$ cat src/rtl/seq_det_pkg.sv
// rtl/seq_det_pkg.sv - shared constants and helpers for the seq_det detector
// Contents: clog2 for port widths, reset-default configuration, len-to-mask helper.
package seq_det_pkg;

    // Widest pattern the mask helper can describe; MAX_LEN must not exceed it.
    localparam int PAT_W_MAX = 64;

    localparam logic [PAT_W_MAX-1:0] DEF_PAT_C = 64'b1110010;
    localparam int                   DEF_LEN_C = 7;
    localparam bit                   DEF_OVL_C = 1'b1;

    function automatic int clog2(input int n);
        int r;
        r = 0;
        for (int i = 0; i < 32; i++) begin
            if ((1 << r) < n) begin
                r = r + 1;
            end
        end
        return r;
    endfunction

    // Low len bits set; callers truncate to their pattern width.
    function automatic logic [PAT_W_MAX-1:0] len_mask(input int len);
        logic [PAT_W_MAX-1:0] m;
        m = '0;
        for (int i = 0; i < PAT_W_MAX; i++) begin
            m[i] = (i < len);
        end
        return m;
    endfunction

endpackage

$ cat src/rtl/seq_det_sat_cnt.sv
// rtl/seq_det_sat_cnt.sv - saturating up-counter with clear and increment enable
// Ports: clk, rst_n (sync, active-low), clr (sync clear), inc (count enable), cnt (value).
module seq_det_sat_cnt #(
    parameter int W = 8
) (
    input  logic         clk,
    input  logic         rst_n,
    input  logic         clr,
    input  logic         inc,
    output logic [W-1:0] cnt
);

    always_ff @(posedge clk) begin
        if (!rst_n || clr) begin
            cnt <= '0;
        end else if (inc && (cnt != '1)) begin
            cnt <= cnt + 1'b1;
        end
    end

endmodule

$ cat src/rtl/seq_det.sv
// rtl/seq_det.sv - programmable serial bit-pattern detector with match counter
// Ports: clk, rst_n (sync, active-low); cfg_we/cfg_pat/cfg_len/cfg_ovl load a new
// configuration; in_vld/in carry the serial stream; out is the registered match
// pulse, match_cnt the saturating match count, state the valid-bit fill count.
module seq_det
    import seq_det_pkg::*;
#(
    parameter int                 MAX_LEN = 16,
    parameter int                 CNT_W   = 8,
    parameter logic [MAX_LEN-1:0] DEF_PAT = MAX_LEN'(DEF_PAT_C),
    parameter int                 DEF_LEN = DEF_LEN_C,
    parameter bit                 DEF_OVL = DEF_OVL_C,
    localparam int                LEN_W   = clog2(MAX_LEN + 1)
) (
    input  logic               clk,
    input  logic               rst_n,
    input  logic               cfg_we,
    input  logic [MAX_LEN-1:0] cfg_pat,
    input  logic [LEN_W-1:0]   cfg_len,
    input  logic               cfg_ovl,
    input  logic               in_vld,
    input  logic               in,
    output logic               out,
    output logic [CNT_W-1:0]   match_cnt,
    output logic [LEN_W-1:0]   state
);

    localparam logic [LEN_W-1:0] LEN_MAX = LEN_W'(MAX_LEN);

    logic [MAX_LEN-1:0] hist;
    logic [MAX_LEN-1:0] hist_n;
    logic [MAX_LEN-1:0] pat_q;
    logic [MAX_LEN-1:0] mask;
    logic [LEN_W-1:0]   len_q;
    logic [LEN_W-1:0]   len_clamped;
    logic [LEN_W-1:0]   fill;
    logic [LEN_W-1:0]   fill_n;
    logic               ovl_q;
    logic               hit;

    assign len_clamped = (cfg_len > LEN_MAX) ? LEN_MAX : cfg_len;

    // Newest bit enters at bit 0, so after len beats the first bit sits at [len-1].
    assign hist_n = {hist[MAX_LEN-2:0], in};

    // Saturate explicitly: MAX_LEN+1 need not fit in LEN_W bits.
    assign fill_n = (fill == LEN_MAX) ? fill : fill + 1'b1;

    assign mask = MAX_LEN'(len_mask(32'(len_q)));

    // The fill gate keeps stale history (pre-load or pre-restart bits) out of a match.
    assign hit = (len_q != '0) && (fill_n >= len_q) && (((hist_n ^ pat_q) & mask) == '0);

    always_ff @(posedge clk) begin
        if (!rst_n) begin
            hist  <= '0;
            fill  <= '0;
            out   <= 1'b0;
            pat_q <= DEF_PAT;
            len_q <= LEN_W'(DEF_LEN);
            ovl_q <= DEF_OVL;
        end else if (cfg_we) begin
            hist  <= '0;
            fill  <= '0;
            out   <= 1'b0;
            pat_q <= cfg_pat;
            len_q <= len_clamped;
            ovl_q <= cfg_ovl;
        end else if (in_vld) begin
            hist <= hist_n;
            out  <= hit;
            // Non-overlapping: the next match must be built from len fresh bits.
            fill <= (hit && !ovl_q) ? '0 : fill_n;
        end else begin
            out <= 1'b0;
        end
    end

    seq_det_sat_cnt #(
        .W (CNT_W)
    ) u_cnt (
        .clk   (clk),
        .rst_n (rst_n),
        .clr   (cfg_we),
        .inc   (in_vld && !cfg_we && hit),
        .cnt   (match_cnt)
    );

    assign state = fill;

endmodule

$ cat config.mk
export PLATFORM = sky130hd
export DESIGN_NAME = seq_det
export DESIGN_NICKNAME = d
export VERILOG_FILES = /design/src/rtl/seq_det_pkg.sv /design/src/rtl/seq_det_sat_cnt.sv /design/src/rtl/seq_det.sv
export SDC_FILE = /design/constraint.sdc
export NUM_CORES = 1
export LEC_CHECK = 0
export BUFFER_PORTS_ARGS = -buffer_cell sky130_fd_sc_hd__clkbuf_2
export CELL_PAD_IN_SITES_DETAIL_PLACEMENT = 2
export CELL_PAD_IN_SITES_GLOBAL_PLACEMENT = 2
export CORE_UTILIZATION = 28
export CTS_BUF_LIST = sky130_fd_sc_hd__clkbuf_4
export DETAILED_ROUTE_END_ITERATION = 8
export PLACE_DENSITY = 0.68
export SYNTH_ARGS = -nofsm -noshare
export SYNTH_HDL_FRONTEND = slang
export SYNTH_SLANG_ARGS = --single-unit
$ cat constraint.sdc
create_clock -name clk -period 5.15 [get_ports clk]
set_input_delay 0.2575 -clock clk [delete_from_list [all_inputs] [get_ports clk]]
set_output_delay 0.2575 -clock clk [all_outputs]
set_load 0.005 [all_outputs]
==> results.md <==
* Status: completed
* Number of enable-type register cells in the synthesized netlist at 0
* CTS Buf Count at 5
* Synthesized instance count at 290
* Fill cells at 982
* Final hold violation count at 0
* Hold buffers post-CTS at 0
* Initial antenna violation count at 0
* PostCTS Resize Cnt at 0
* Sequential share of the synthesized area at 38.9%
* CORE AREA at 0.00889 mm²
* Clock Pin Slew Worst Setup and Hold Paths at 170 ps
* Max-cap violation count at 0
* Cell types with the largest area share after synthesis: sky130_fd_sc_hd__dfxtp_1, sky130_fd_sc_hd__mux2i_1, sky130_fd_sc_hd__xnor2_1
* Slew at the pin with the worst max-slew slack at 1060 ps
* Critical path origin: state[0]$_SDFFE_PP0P_
* Count of buffers added by post-CTS timing repair for setup at 0
* Clock latency at the later pin of the worst-skew pair at 400 ps
* Area after DPL at 0.00291 mm²
* H-tree levels at 2
* List of cells traversed by the critical path: inv_1 -> ha_1 -> nor4bb_1 -> xnor2_1 -> ha_1 -> nand2b_1 -> a211oi_1 -> o21ai_0 -> nand3_1 -> or4_1 -> a21oi_1
* Launch point of the worst reg-to-reg path: state[0]$_SDFFE_PP0P_
* Number of cell rows at 34
* TritonCTS clock tree: yes
* Switch share at 29.3%
* Mean post-synth cell area at 9.04 µm²
* Pins Over Slew Limit at 0
* Total of endpoints with negative setup slack in the final report at 0
* End point of the critical path: u_cnt.cnt[3]$_SDFFE_PP0P_
* Signed area change from the synthesized netlist to the final layout at 13.4%
* Hold Crit Class: in2reg
* Maximum resistive drop on vdd at 0.0000774 V
* I/O Buffers at 40
* Starting utilization of the core area at 29.5%
* Placer's final routability congestion estimate at 0.739
* Area used by sequential logic in the layout at 0.00102 mm²
* Floorplan die area at 0.00975 mm²
* Post-route setup TNS at 0 ps
* Number of global-route vias before repair at 2,371
* Leading register cell type out of synthesis: sky130_fd_sc_hd__dfxtp_1
* Path type of the worst setup path: reg2reg
* Slew headroom at 29.4%
* FMAX at 291 MHz
* Antenna diode count at 0
* Total half-perimeter wirelength after legalization and detailed placement at 5.35 mm
* Share of async-settable or async-resettable flops after synthesis at 0%
* Total GRT Usage at 16.0%
* Top cell family by delay on the critical path: simple AND/OR/NAND/NOR gates
* Number of nets in the layout at 359
* Maximum clock path buffer count at 2
* Clock skew at 18.3 ps
* Fraction of layout cells with a size suffix above 1 at 16.0%
* Detail Route Antenna Nets at 0
* Vertical die dimension at 98.8 µm
* Number of distinct library cells after synthesis at 40
* Sequential power share at 58.8%
* Minimum setup slack among reg-to-reg paths at 1710 ps
* RSZ-0062 raised after global routing: no
* WL final at 7.22 mm
* Die width at 98.8 µm
* Detailed-router iteration count before antenna repair at 4
* Crit path max-delay cell type: sky130_fd_sc_hd__nor4bb_1
* Most Frequent Cell on Critical Path: sky130_fd_sc_hd__ha_1
* Share of the clock period used by the worst path after layout at 66.7%
* P_int at 0.506 mW
* Routed length per instance at 16.7 µm
* Number of cell instances on the worst register-to-register path at 11
* Most common cell after layout, fill and taps aside: sky130_fd_sc_hd__dfxtp_1
* Final design instance area without fill at 0.00297 mm²
* Overflow left after global routing at 0
* Worst Path Required at 5460 ps
* Cell accounting for the most synthesized area: sky130_fd_sc_hd__dfxtp_1
* Switching Power at 0.210 mW
* Path length in cells of the critical path at 11
* Summed instance area of the synthesized netlist at 0.00262 mm²
* Endpoint class of the critical path: flop
* Most used cells in the layout excluding fill and tap cells: sky130_fd_sc_hd__dfxtp_1, sky130_fd_sc_hd__clkbuf_2, sky130_fd_sc_hd__mux2i_1
* Leak pwr at 1.19 nW
* Startpoint kind of the worst setup timing path: flop
* Yosys reg bits at 51
* Average via count per standard cell at 5.18
* Number of remaining DRC errors at 0
* Logic gate share of total power at 12.6%
* Number of sinks handled by clock tree synthesis at 51
* Highest fanout seen on the critical path at 7
* Area share of the largest cell type after synthesis at 38.9%
* Pin count of the biggest net entering global routing at 28
* Warnings from Yosys at 0
* Total buffers and inverters traversed by the critical path at 1
* DRT iter0 DRCs at 50
* Worst flop-to-flop path endpoint: u_cnt.cnt[3]$_SDFFE_PP0P_
* Power density cells at 241 mW/mm²
* CTS Root Cell: sky130_fd_sc_hd__clkbuf_4
* Via count of the routed design at 2,243
* Global-route wire length before repair at 12.1 mm
* Final min period at 3440 ps
* Top-level I/O count at 41
* Clock power share at 28.6%
* Total nets after synthesis at 325
* Multi-input combinational cell area at 0.00150 mm²
* Delay contributed by the slowest stage of the critical path at 640 ps
* Data arrival at the endpoint of the critical path at 3750 ps
## flip-flops by register name (all words and copies together) (netlist names)
register	flops
out	1
pat_q	16
u_cnt.cnt	8
state	5
hist	15
ovl_q	1
len_q	5
## cells in the mapped netlist, drive strengths merged, types with 2 or more instances
library cell,number
and3,5
nor2,19
nand2b,5
or4,2
xor2,4
o31ai,3
dfxtp,51
ha,8
nand3,9
o211ai,5
mux2i,35
nor4,4
nand4,5
xnor2,16
and4,2
clkbuf,11
o22ai,8
inv,11
a21oi,13
buf,3
nand2,22
nor2b,15
and2,4
nor3,8
a211oi,3
o21ai,8
## per-layer routing
layer | wire length (µm) | part of all wire, % | vias to the layer above | global-route usage [%]
met5 | 0 | 0 | - | 0
met4 | 109 | 1.5 | 0 | 5.51
met3 | 206 | 2.9 | 8 | 2.41
met2 | 3270 | 45 | 35 | 25.9
met1 | 3630 | 50 | 1101 | 21.5
li1 | - | - | 1099 | -
## how the worst min path moves through the flow
| stage | startpoint | end | cells past startpoint |
|---|---|---|---|
| floorplan | cfg_len[0] | len_q[0]$_SDFFE_PN1P_ | 2 |
| global placement | cfg_pat[4] | pat_q[4]$_SDFFE_PN1P_ | 3 |
| detailed placement | cfg_ovl | ovl_q$_SDFFE_PN1P_ | 3 |
| CTS | cfg_pat[4] | pat_q[4]$_SDFFE_PN1P_ | 3 |
| global route | cfg_pat[6] | pat_q[6]$_SDFFE_PN1P_ | 3 |
| finish | cfg_pat[4] | pat_q[4]$_SDFFE_PN1P_ | 3 |
## stage by stage
stage / util (%) / total power [mW] / hold slack [ps] / setup WS [ps] / cells
2_1_floorplan: - / 0.489 / 384 / 2350 / 290
3_3_place_gp: 32.7 / 0.518 / 475 / 2020 / 425
3_5_place_dp: 32.7 / 0.521 / 484 / 1760 / 425
4_1_cts: 33.4 / 0.727 / 57.0 / 1730 / 433
5_1_grt: 33.4 / 0.757 / 57.6 / 1320 / 433
6_report: 33.4 / 0.716 / 59.0 / 1710 / 433
## power by group through the flow
stage | Sequential, mW | Clock [mW] | Combinational, mW
2_1_floorplan | 0.422 | 0 | 0.0662
3_3_place_gp | 0.429 | 0 | 0.0885
3_5_place_dp | 0.430 | 0 | 0.0914
4_1_cts | 0.422 | 0.214 | 0.0917
5_1_grt | 0.424 | 0.232 | 0.101
6_report | 0.421 | 0.204 | 0.0902
## cells by family (layout without fill, tap and decap cells)
logic type	Yosys count	after routing	share of synthesized area (%)
AO/OA/AOI/OAI	47	47	11.4
XOR/XNOR	20	20	6.68
adder cells (fa/ha/maj)	9	9	4.20
buffers and inverters	25	60	3.68
flip-flops	51	51	38.9
multiplexers	35	35	13.4
AND/OR/NAND/NOR	103	103	21.8
## worst register-to-register path, cell delays in order, from the launching register on
cell and delay [ps]:
sky130_fd_sc_hd__dfxtp_1 390, sky130_fd_sc_hd__inv_1 110, sky130_fd_sc_hd__ha_1 160, sky130_fd_sc_hd__nor4bb_1 640
sky130_fd_sc_hd__xnor2_1 140, sky130_fd_sc_hd__ha_1 290, sky130_fd_sc_hd__nand2b_1 100, sky130_fd_sc_hd__a211oi_1 70
sky130_fd_sc_hd__o21ai_0 490, sky130_fd_sc_hd__nand3_1 280, sky130_fd_sc_hd__or4_1 540, sky130_fd_sc_hd__a21oi_1 150
## cell type report
| type | count | area share [%] |
|---|---|---|
| Inverter | 11 | 1.39 |
| Tap cell | 108 | 4.55 |
| Sequential cell | 51 | 34.4 |
| Timing Repair Buffer | 41 | 6.99 |
| Multi-Input combinational cell | 214 | 50.6 |
| Clock inverter | 2 | 0.589 |
| Clock buffer | 6 | 1.52 |
Power figures use the tool's default switching activity.
